### src/rtl/instr_fetch_ctrl_pkg.sv
`default_nettype none
// ============================================================================
// Module   : instr_fetch_ctrl_pkg
// Purpose  : Fetch address window, reset PC, NOP word and fetch FSM encodings.
// Revision : 1.0 - initial release
// ============================================================================
package instr_fetch_ctrl_pkg;

   localparam logic [31:0] c_reset_pc   = 32'h0040_0000;
   localparam logic [31:0] c_text_base  = 32'h0040_0000;
   localparam logic [31:0] c_text_limit = 32'h0040_0400;
   localparam logic [31:0] c_nop        = 32'h0000_0000;
   localparam int          c_depth      = 4;

   localparam logic [0:0]  c_st_run     = 1'b0;
   localparam logic [0:0]  c_st_fault   = 1'b1;

   // A fetch address is legal when word aligned and inside [base, limit).
   function automatic logic pc_legal(input logic [31:0] pc,
                                     input logic [31:0] base,
                                     input logic [31:0] limit);
      return (pc >= base) && (pc < limit) && (pc[1:0] == 2'b00);
   endfunction

endpackage
`default_nettype wire

### src/rtl/instr_fetch_ctrl_sync_fifo.sv
`default_nettype none
// ============================================================================
// Module   : instr_fetch_ctrl_sync_fifo
// Purpose  : Synchronous FIFO with flush and combinational head read.
// Revision : 1.0 - initial release
// ============================================================================
module instr_fetch_ctrl_sync_fifo #(
   parameter int WIDTH = 64,
   parameter int DEPTH = 4
) (
   input  logic             clk,
   input  logic             rst,
   input  logic             push,
   input  logic             pop,
   input  logic             flush,
   input  logic [WIDTH-1:0] wdata,
   output logic             full,
   output logic             empty,
   output logic [WIDTH-1:0] head
);

   localparam int             c_aw  = $clog2(DEPTH);
   localparam logic [c_aw:0]  c_one = 1;

   logic [c_aw:0]      r_wptr;
   logic [c_aw:0]      r_rptr;
   logic [WIDTH-1:0]   r_mem [DEPTH];

   always_ff @(posedge clk) begin
      if (rst || flush) begin
         r_wptr <= '0;
         r_rptr <= '0;
      end else begin
         if (push) r_wptr <= r_wptr + c_one;
         if (pop)  r_rptr <= r_rptr + c_one;
      end
   end

   always_ff @(posedge clk) begin
      if (push) r_mem[r_wptr[c_aw-1:0]] <= wdata;
   end

   // Extra pointer MSB distinguishes full from empty when the indices match.
   assign empty = (r_wptr == r_rptr);
   assign full  = (r_wptr[c_aw] != r_rptr[c_aw]) &&
                  (r_wptr[c_aw-1:0] == r_rptr[c_aw-1:0]);
   assign head  = r_mem[r_rptr[c_aw-1:0]];

endmodule
`default_nettype wire

### src/rtl/instr_fetch_ctrl.sv
`default_nettype none
// ============================================================================
// Module   : instr_fetch_ctrl
// Purpose  : PC sequencing, prefetch buffering, redirects and fetch faults.
// Revision : 1.0 - initial release
// ============================================================================
module instr_fetch_ctrl
   import instr_fetch_ctrl_pkg::*;
#(
   parameter logic [31:0] RESET_PC   = c_reset_pc,
   parameter logic [31:0] TEXT_BASE  = c_text_base,
   parameter logic [31:0] TEXT_LIMIT = c_text_limit,
   parameter int          DEPTH      = c_depth
) (
   input  logic        clock,
   input  logic        clear,
   input  logic        fetch_en,
   output logic [31:0] imem_addr,
   input  logic [31:0] imem_instr,
   input  logic        redirect_valid,
   input  logic [31:0] redirect_pc,
   output logic        out_valid,
   input  logic        out_ready,
   output logic [31:0] out_pc,
   output logic [31:0] out_instr,
   output logic        fault,
   output logic [31:0] fault_pc,
   output logic [31:0] fetch_count
);

   logic [31:0] r_pc;
   logic [31:0] r_fault_pc;
   logic [31:0] r_fetch_count;
   logic [0:0]  r_state;
   logic [0:0]  w_state_nxt;
   logic        w_full;
   logic        w_empty;
   logic [63:0] w_head;
   logic        w_legal;
   logic        w_room;
   logic        w_try;
   logic        w_push;
   logic        w_pop;
   logic        w_trap;

   assign w_legal = pc_legal(r_pc, TEXT_BASE, TEXT_LIMIT);
   assign w_room  = !w_full || (!w_empty && out_ready);
   assign w_try   = (r_state == c_st_run) && fetch_en && w_room && !redirect_valid;
   assign w_push  = w_try && w_legal;
   assign w_trap  = w_try && !w_legal;
   assign w_pop   = !w_empty && out_ready && !redirect_valid;

   always_ff @(posedge clock) begin
      if (clear) r_state <= c_st_run;
      else       r_state <= w_state_nxt;
   end

   always_comb begin
      w_state_nxt = r_state;
      if (redirect_valid)  w_state_nxt = c_st_run;
      else if (w_trap)     w_state_nxt = c_st_fault;
   end

   always_comb begin
      fault = (r_state == c_st_fault);
   end

   // Redirect discards this cycle's push, so neither pc nor the count advance.
   always_ff @(posedge clock) begin
      if (clear) begin
         r_pc          <= RESET_PC;
         r_fault_pc    <= 32'h0;
         r_fetch_count <= 32'h0;
      end else if (redirect_valid) begin
         r_pc <= redirect_pc;
      end else begin
         if (w_push) begin
            r_pc          <= r_pc + 32'd4;
            r_fetch_count <= r_fetch_count + 32'd1;
         end
         if (w_trap) r_fault_pc <= r_pc;
      end
   end

   instr_fetch_ctrl_sync_fifo #(
      .WIDTH (64),
      .DEPTH (DEPTH)
   ) u_fifo (
      .clk   (clock),
      .rst   (clear),
      .push  (w_push),
      .pop   (w_pop),
      .flush (redirect_valid),
      .wdata ({r_pc, imem_instr}),
      .full  (w_full),
      .empty (w_empty),
      .head  (w_head)
   );

   assign imem_addr   = r_pc;
   assign out_valid   = !w_empty;
   assign out_pc      = w_empty ? 32'h0 : w_head[63:32];
   assign out_instr   = w_empty ? c_nop : w_head[31:0];
   assign fault_pc    = r_fault_pc;
   assign fetch_count = r_fetch_count;

endmodule
`default_nettype wire

### config.mk
export PLATFORM = sky130hd
export DESIGN_NAME = instr_fetch_ctrl
export DESIGN_NICKNAME = d
export VERILOG_FILES = /design/src/rtl/instr_fetch_ctrl_pkg.sv /design/src/rtl/instr_fetch_ctrl_sync_fifo.sv /design/src/rtl/instr_fetch_ctrl.sv
export SDC_FILE = /design/constraint.sdc
export NUM_CORES = 1
export LEC_CHECK = 0
export ABC_CLOCK_PERIOD_IN_PS = 5210
export CAP_MARGIN = 20
export CORE_MARGIN = 10
export CORE_UTILIZATION = 45
export DETAILED_ROUTE_END_ITERATION = 12
export DONT_BUFFER_PORTS = 1
export GPL_TIMING_DRIVEN = 0
export PLACE_DENSITY_LB_ADDON = 0.12
export REMOVE_ABC_BUFFERS = 1
export SYNTH_ARGS = -nofsm -noshare
export SYNTH_HDL_FRONTEND = slang
export SYNTH_HIERARCHICAL = 1
export SYNTH_SLANG_ARGS = --single-unit
### constraint.sdc
create_clock -name clock -period 5.21 [get_ports clock]
set_input_delay 0.2605 -clock clock [delete_from_list [all_inputs] [get_ports clock]]
set_output_delay 0.2605 -clock clock [all_outputs]
set_load 0.01 [all_outputs]
# Word-level counts from Yosys, hierarchy flattened
# Memory sizes are Yosys's and may differ from the RTL's. A register that Yosys moved wholly into a read port is not among the register bits.
# Cells that the tools add are included.
# totals
register_bits	103
mem_bits_rw	256
in_bits	69
elab_cells	47
memories	1
# classes
add_sub_neg	4
magnitude_cmp	2
eq_ne	3
mux	8
bitwise	2
reduce_logical	21
# memory_table
memory	words	word_bits	rd	rd_ports_with_merged_regs	wr	line	rtl
u_fifo.r_mem	4	64	1	1	1	instr_fetch_ctrl_sync_fifo.sv:27	logic [WIDTH-1:0] r_mem [DEPTH];
# op_table
operator	count
32-bit two-way mux	4
32-bit by 1-bit adder with 32-bit output (second input constant)	1
32-bit by 3-bit adder with 32-bit output (second input constant)	1
32-bit by 23-bit >= comparator with 1-bit output (second input constant)	1
32-bit by 23-bit less-than comparator with 1-bit output (second input constant)	1
1-bit logical AND	10
3-bit by 1-bit adder with 3-bit output (second input constant)	2
1-bit zero test	4
2-bit two-way mux	2
2-bit AND reduction	2
3-bit equality test	1
2-bit equality test	1
2-bit zero test	1
1-bit logical OR	2
1-bit two-way mux	2
1-bit inverter	2
2-bit nonzero test	1
2-bit OR reduction	1
1-bit != test	1

# Longest topological paths before layout
# Gate-level depths: netlist of run 1.
# logic_depth
depth_word	9
mapped_depth	9

# Cells and area by module
# Netlist of run 1, hierarchy kept.
# by_module_without_submodules
mod	n_inst	cells_each	area_per_inst_um2
instr_fetch_ctrl_sync_fifo	1	376	9719.3
instr_fetch_ctrl	1	543	4478.0

# Least setup slack after synthesis of run 1
# Ideal clock, no wire load.
# synth_timing
kind	register to register
start	register r_pc[10] (netlist: imem_addr[10])
end	memory u_fifo.r_mem[3][0] (enable)
setup_ns	0.429
arrival_ns	3.969
required_time_ns	4.781
setup_slack_ns	0.812
path_stages_with_launch	7
path_cell_list	dfxtp_1 -> or4_4 -> or4_4 -> nor3_2 -> clkbuf_1 -> clkbuf_1 -> and2_1
# synth_between
elab_chain_cells	6
# synth_lines
item	line	rtl
start: declaration	instr_fetch_ctrl.sv:31	logic [31:0] r_pc;
start signal: assignment	instr_fetch_ctrl.sv:75	r_pc <= redirect_pc;
start signal: assignment	instr_fetch_ctrl.sv:78	r_pc <= r_pc + 32'd4;
32-bit by 23-bit >= comparator with 1-bit output or 32-bit by 23-bit less-than comparator with 1-bit output (tied branches)	instr_fetch_ctrl_pkg.sv:22	return (pc >= base) && (pc < limit) && (pc[1:0] == 2'b00);
1-bit logical AND * (2 in series)	instr_fetch_ctrl_pkg.sv:22	
1-bit logical AND *	instr_fetch_ctrl.sv:49	assign w_push = w_try && w_legal;
via w_push	instr_fetch_ctrl.sv:42	logic w_push;
1-bit two-way mux *	instr_fetch_ctrl_sync_fifo.sv:40	if (push) r_mem[r_wptr[c_aw-1:0]] <= wdata;
1-bit two-way mux (not written as such) *	instr_fetch_ctrl_sync_fifo.sv:40	
end: declaration	instr_fetch_ctrl_sync_fifo.sv:27	
# The timed path passes the listed nets; every way through them passes the cells marked *.

# Worst setup path after layout of run 1
# layout_timing
start	register r_pc[16] (netlist: imem_addr[16])
end	memory u_fifo.r_mem[2][30] (enable)
# layout_between
elab_chain_cells	6
# layout_lines
item	line
32-bit by 23-bit >= comparator with 1-bit output or 32-bit by 23-bit less-than comparator with 1-bit output (tied branches)	instr_fetch_ctrl_pkg.sv:22
1-bit logical AND * (2 in series)	instr_fetch_ctrl_pkg.sv:22
1-bit logical AND *	instr_fetch_ctrl.sv:49
1-bit two-way mux *	instr_fetch_ctrl_sync_fifo.sv:40
1-bit two-way mux (not written as such) *	instr_fetch_ctrl_sync_fifo.sv:40
# Mark *: on every way between the ends. The rest lies on a longest branch, timed or not.

==> results of run 1 <==
==> final cells by class <==
cell class                      instances  area, sq um  share of cell area [%]
Tap cell                              396        495.5                   2.966
Inverter                               12        45.04                  0.2696
Antenna cell                            3        7.507                 0.04494
Clock inverter                         18        138.9                  0.8313
Sequential cell                       361         9797                   58.64
Clock buffer                           51         1031                   6.171
Multi-Input combinational cell        492         4088                   24.47
Timing Repair Buffer                   91         1104                   6.606
==> sequential cells by signal, indices dropped and copies added (netlist names), named ones only <==
name / flops
fault: 1
fault_pc: 32
imem_addr: 32
u_fifo/r_mem: 256
u_fifo/r_rptr: 3
fetch_count: 32
u_fifo/r_wptr: 3
==> worst paths after layout <==
check	start	endpoint	slack [ns]
setup / recovery	imem_addr[16]	u_fifo/r_mem[2][30]	1.78
setup reg to reg	imem_addr[16]	u_fifo/r_mem[2][30]	1.78
hold reg to reg	fault_pc[6]	fault_pc[6]	0.51
hold / removal	clear	u_fifo/r_rptr[0]	0.03
==> synthesized netlist by cell type, types with 2 or more instances <==
| cell type | instances |
|---|---|
| a21bo_2 | 3 |
| a21oi_1 | 66 |
| a22o_1 | 14 |
| a311o_1 | 2 |
| a31oi_1 | 5 |
| a41oi_1 | 2 |
| and2_1 | 5 |
| and3_1 | 7 |
| buf_12 | 6 |
| buf_2 | 6 |
| buf_6 | 2 |
| clkbuf_1 | 38 |
| dfxtp_1 | 105 |
| edfxtp_1 | 256 |
| ha_1 | 8 |
| inv_1 | 12 |
| mux2i_1 | 13 |
| mux4_1 | 4 |
| mux4_2 | 60 |
| nand2_1 | 85 |
| nand2b_1 | 3 |
| nand3_1 | 14 |
| nand3b_1 | 2 |
| nand4_1 | 13 |
| nor2_1 | 25 |
| nor2b_1 | 65 |
| nor3_1 | 4 |
| nor3b_1 | 3 |
| nor4_1 | 5 |
| o21ai_0 | 4 |
| o31ai_1 | 22 |
| or2_2 | 4 |
| or3_1 | 4 |
| or4_1 | 23 |
| or4_4 | 3 |
| xnor2_1 | 6 |
| xor2_1 | 4 |
==> metal layers <==
layer / part of all wire [%] / GRT usage [%] / wire (um) / up-vias
li1: - / - / - / 3707
met1: 40 / 21.28 / 14000 / 4226
met2: 49 / 28.62 / 17040 / 283
met3: 8.1 / 5.656 / 2827 / 66
met4: 2.5 / 5.979 / 857 / 0
met5: 0 / 0 / 0 / -
==> power groups by stage <==
stage / Clock (mW) / Sequential (mW) / Combinational (mW)
2_1_floorplan: 0 / 3.19 / 0.0580
3_3_place_gp: 0 / 3.21 / 0.0779
3_5_place_dp: 0 / 3.21 / 0.0933
4_1_cts: 2.60 / 3.15 / 0.165
5_1_grt: 2.72 / 3.15 / 0.179
6_report: 2.54 / 3.15 / 0.166
==> cells by family after synthesis <==
family	Yosys count	share of synthesized area [%]
mux	77	11.17
simple gates	271	10.33
xor+xnor	10	0.6169
fa+ha+maj	8	0.7051
compound gates	126	5.623
buf+inv	66	2.600
flops	361	68.95
==> stage by stage <==
step | setup WS, ns | area (sq um) | utilization, %
final | 1.784 | 16710 | 54.19
after global routing | 1.621 | 16700 | 54.17
after CTS | 1.234 | 16640 | 53.98
after detailed placement | 1.273 | 14740 | 47.82
after global placement | -5.770 | 14370 | 46.61
after floorplan | -0.9241 | 13870 | -
==> metrics, run 1 <==
CP max FO 38; Critical Path AT 3.61 ns; CTS sink count approximately 360; Main synth FF type edfxtp_1; DR DRC count 0; Worst Max-Slew Pin Slew approximately 0.93 ns; CTS Buf Count 38; Post-Synthesis Cells just over 900; total track usage roughly 17%; initial core utilization 46.05%; Detailed Route Iter0 Violations around 460; Placer Congestion between 0.7 and 0.8; P_int ~4.7 mW; Area Growth Syn to Fin 17.67%; Rel. slew slack 37.89%; DRT Pass-1 Iters 4; dpl cells approximately 1.3k; Final Power a little under 6 mW; IO Port Bufs 0; LEAKAGE about 5.3 nW; vias in the first global route slightly below 9k; peak supply drop between 0.15 and 0.2 mV; Synth area leader edfxtp_1; H-tree levels 2; DRT antenna net count 0; CP Capture Type register; first-pass GRT wire length approximately 52 mm; HPWL Detailed 22.38 mm; Top Ports 231; Worst EP required around 5.4 ns; Post-Layout Cell Count between 1k and 1.5k; via count 8282; distinct cell type count after synthesis 53; drt via density approximately 5.8; CTS Root Buffer Type clkbuf_16; setup TNS 0 ns; pwr dens approximately 350 nW/um^2; Die H 197.6 um; most common cell after layout, fill and taps aside edfxtp_1; fin. max-slew vios 0; DR WL/cell between 20 and 25 um; grt ovf 0; asr flop ratio synth 0%; die area approximately 39000 sq um; RSZ-0062 raised after global routing no; fill cell count between 2k and 2.5k; synth top area cells edfxtp_1 54%, dfxtp_1 15%, mux4_2 9.5%; sequential power share 53.8%; switching power total 1.195 mW; initial antenna violation count 1; Post-synth EDFFs 256; clk slew on worst S/H paths approximately 0.060 ns; CTS Buffer Depth 3; CTS tree yes; Worst Setup Start Kind register; Setup Viol. Count Final 0; post-layout min period between 3 and 4 ns; post-CTS resize count 0; Hold WS between 0.03 and 0.04 ns; # rows 64; clk_skew roughly 0.019 ns; core region area 30830 sq um; WHS Path Cells 2; share of layout cells above drive strength 1 approximately 15%; largest net degree at the start of global routing 84; register area share after synthesis approximately 70%; most frequent cells in the layout 256 x edfxtp_1, 103 x dfxtp_1, 85 x nand2_1; max cap viols 0; Post-Syn Area 14200 sq um; width of the die between 150 and 200 um; Clock Power Share between 40% and 50%; Crit path top cell by count buf_16; cells along the critical path or4_1 -> or4_4 -> nor3_4 -> buf_16 -> and2_4 -> buf_16; Crit path buffers/inverters 2; reg2reg path depth 6; f_max a little under 0.3 GHz; status complete, no violations; Hold WC Path Type in -> reg; post-CTS setup buffers 0; drt total wl roughly 35 mm; Avg Cell Area, Syn approximately 15 sq um; endpoints failing hold 0; nets around 1.1k; Worst path top cell family by delay simple AND/OR/NAND/NOR gates; clock latency at the later pin of the worst-skew pair 0.52 ns; yosys warns 6; period utilization roughly two thirds; slowest cell on the critical path or4_1; Comb power frac roughly 2.8%; CTS Hold Buffers Added 71; worst stage delay on the critical path between 0.7 and 0.8 ns; Worst path depth 6; Switching Fraction around a fifth; flops & latches, synth approximately 360; area share of the largest cell type after synthesis a little over half; kind of critical path reg -> reg
Note: power is estimated with default switching activity, not from simulation.
==> inputs of run 2 (changes only) <==
--- a/config.mk
+++ b/config.mk
@@ -5,7 +5,7 @@
 export SDC_FILE = /design/constraint.sdc
 export NUM_CORES = 1
 export LEC_CHECK = 0
-export ABC_CLOCK_PERIOD_IN_PS = 5210
+export ABC_CLOCK_PERIOD_IN_PS = 3440
 export CAP_MARGIN = 20
 export CORE_MARGIN = 10
 export CORE_UTILIZATION = 45
==> constraint.sdc (replaced) <==
create_clock -name clock -period 3.44 [get_ports clock]
set_input_delay 0.172 -clock clock [delete_from_list [all_inputs] [get_ports clock]]
set_output_delay 0.172 -clock clock [all_outputs]
set_load 0.01 [all_outputs]
==> metrics, run 2 (same netlist as run 1, synthesis figures left out) <==
FF-to-FF setup slack 0.15 ns (was 1.78 ns); # rows 64 (unchanged); Setup Viol. Count Final 0 (unchanged); endpoints failing hold 0 (unchanged); HPWL Detailed 22.38 mm (unchanged); worst flop-to-flop path startpoint imem_addr[16] (unchanged); cells along the critical path or4_1 -> or4_4 -> nor3_4 -> and2_4 -> buf_16 (was or4_1 -> or4_4 -> nor3_4 -> buf_16 -> and2_4 -> buf_16); total track usage 17.79% (was 17.43%); vias in the first global route 8768 (was 8679); Top Ports 231 (unchanged); drt total wl 35.53 mm (was 34.72 mm); CP max FO 38 (unchanged); pwr dens 530.2 nW/um^2 (was 350.5 nW/um^2); Critical Path AT 3.47 ns (was 3.61 ns); initial antenna violation count 1 (unchanged); status complete, no violations (unchanged); CTS sink count 361 (unchanged); f_max 0.3041 GHz (was 0.2919 GHz); Worst Max-Slew Pin Slew 1.052 ns (was 0.9287 ns); Worst path depth 5 (was 6); max cap viols 0 (unchanged); width of the die 197.6 um (unchanged); DP Area 14740 sq um (unchanged); CP Capture Type register (unchanged); CTS Root Buffer Type clkbuf_16 (unchanged); CTS Buffer Depth 3 (unchanged); worst stage delay on the critical path 0.71 ns (was 0.72 ns); Worst EP required 3.62 ns (was 5.39 ns); Crit path buffers/inverters 1 (was 2); kind of critical path reg -> reg (unchanged); Die H 197.6 um (unchanged); nets 1081 (was 1073); Worst path top cell family by delay simple AND/OR/NAND/NOR gates (unchanged); RSZ-0062 raised after global routing no (unchanged); clock latency at the later pin of the worst-skew pair 0.52 ns (about the same); CTS Buf Count 38 (unchanged); Area Growth Syn to Fin 17.99% (was 17.67%); DR DRC count 0 (unchanged); largest net degree at the start of global routing 86 (was 84); via count 8426 (was 8282); fin. max-slew vios 0 (unchanged); Placer Congestion 0.7562 (unchanged); LEAKAGE 5.289 nW (was 5.271 nW); most common cell after layout, fill and taps aside edfxtp_1 (unchanged); clk_skew 0.01978 ns (was 0.01853 ns); Crit. Startpoint imem_addr[16] (unchanged); H-tree levels 2 (unchanged); CTS tree yes (unchanged); DRT Pass-1 Iters 5 (was 4); IO Port Bufs 0 (unchanged); most frequent cells in the layout 256 x edfxtp_1, 103 x dfxtp_1, 85 x nand2_1 (unchanged); Worst Setup Start Kind register (unchanged); clk slew on worst S/H paths 0.06 ns (about the same); critical path endpoint u_fifo/r_mem[2][30] (unchanged); Rel. slew slack 29.65% (was 37.89%); r2r endpoint u_fifo/r_mem[2][30] (unchanged); post-layout min period 3.288 ns (was 3.426 ns); period utilization 95.58% (was 65.75%); DRT antenna net count 0 (unchanged); finished layout cell area 16750 sq um (was 16710 sq um); drt via density 5.888 (was 5.816); DR WL/cell 24.83 um (was 24.38 um); die area 39050 sq um (unchanged); first-pass GRT wire length 53.47 mm (was 52.47 mm); core region area 30830 sq um (unchanged); Final Power 8.881 mW (was 5.855 mW); grt ovf 0 (unchanged); peak supply drop 0.2719 mV (was 0.1789 mV); reg2reg path depth 5 (was 6); slowest cell on the critical path or4_1 (unchanged); share of layout cells above drive strength 1 15.88% (was 15.22%); number of flip-flops in the largest register 256 (unchanged); Hold WC Path Type in -> reg (unchanged); Detailed Route Iter0 Violations 488 (was 462); initial core utilization 46.05% (unchanged)
-- run 2: layout make-up --
| type | count | area (sq um) |
|---|---|---|
| Inverter | 12 | 45.04 |
| Multi-Input combinational cell | 495 | 4123 |
| Timing Repair Buffer | 96 | 1116 |
| Fill cell | 2478 | 14080 |
| Antenna cell | 2 | 5.005 |
| Tap cell | 396 | 495.5 |
| Sequential cell | 361 | 9797 |
| Clock inverter | 18 | 138.9 |
| Clock buffer | 51 | 1031 |
-- run 2: worst register-to-register path: cells and delay by family, from the launching register on --
| kind | cells | cell delay, ns |
|---|---|---|
| simple gates | 4 | 2.21 |
| flops | 1 | 0.43 |
| buf+inv | 1 | 0.30 |
-- run 2: worst min-delay path by stage --
stage                         startpoint             to  slack [ns]  depth (start not counted)
after CTS                 redirect_valid  imem_addr[11]       0.003                          2
after global placement             clear   fault_pc[21]        0.25                          1
after detailed placement           clear   fault_pc[28]        0.25                          1
after floorplan                    clear    fault_pc[0]        0.24                          1
final                     redirect_valid  imem_addr[11]        0.03                          2
after global routing      redirect_valid  imem_addr[13]        0.02                          2
-- run 2: through the flow --
step | util (%) | hold WS [ns] | TNS [ns] | setup slack, ns | instances
2_1_floorplan | - | 0.2411 | -955.50 | -2.694 | 865
3_3_place_gp | 46.61 | 0.2539 | -2895.29 | -7.540 | 1261
3_5_place_dp | 47.82 | 0.2530 | -99.04 | -0.4973 | 1278
4_1_cts | 54.25 | 0.002975 | 0 | 0.08685 | 1428
5_1_grt | 54.33 | 0.02124 | 0 | 0.03486 | 1430
6_report | 54.33 | 0.03205 | 0 | 0.1520 | 1431
-- run 2: per-layer routing --
layer	GRT usage [%]	share of wire, %
met3	5.809	8.5
met2	29.22	49
met1	21.60	40
met5	0	0
met4	6.321	2.8
-- run 2: what timing repair did --
action / 4_1_cts / 5_1_grt
cloned: 3 / 0
gates resized for setup: 1 / 1
endpoints found under the hold margin: 233 / 0
pin swaps: 5 / 0
endpoints found under the setup margin: 275 / 1
buffers inserted: 6 / 0
hold buffers: 72 / 0
-- run 2: where the power goes --
part	internal [mW]	total (mW)	switching, mW
combinational	0.119	0.262	0.143
clock	2.26	3.85	1.59
sequential	4.68	4.77	0.0848
total	7.06	8.88	1.82
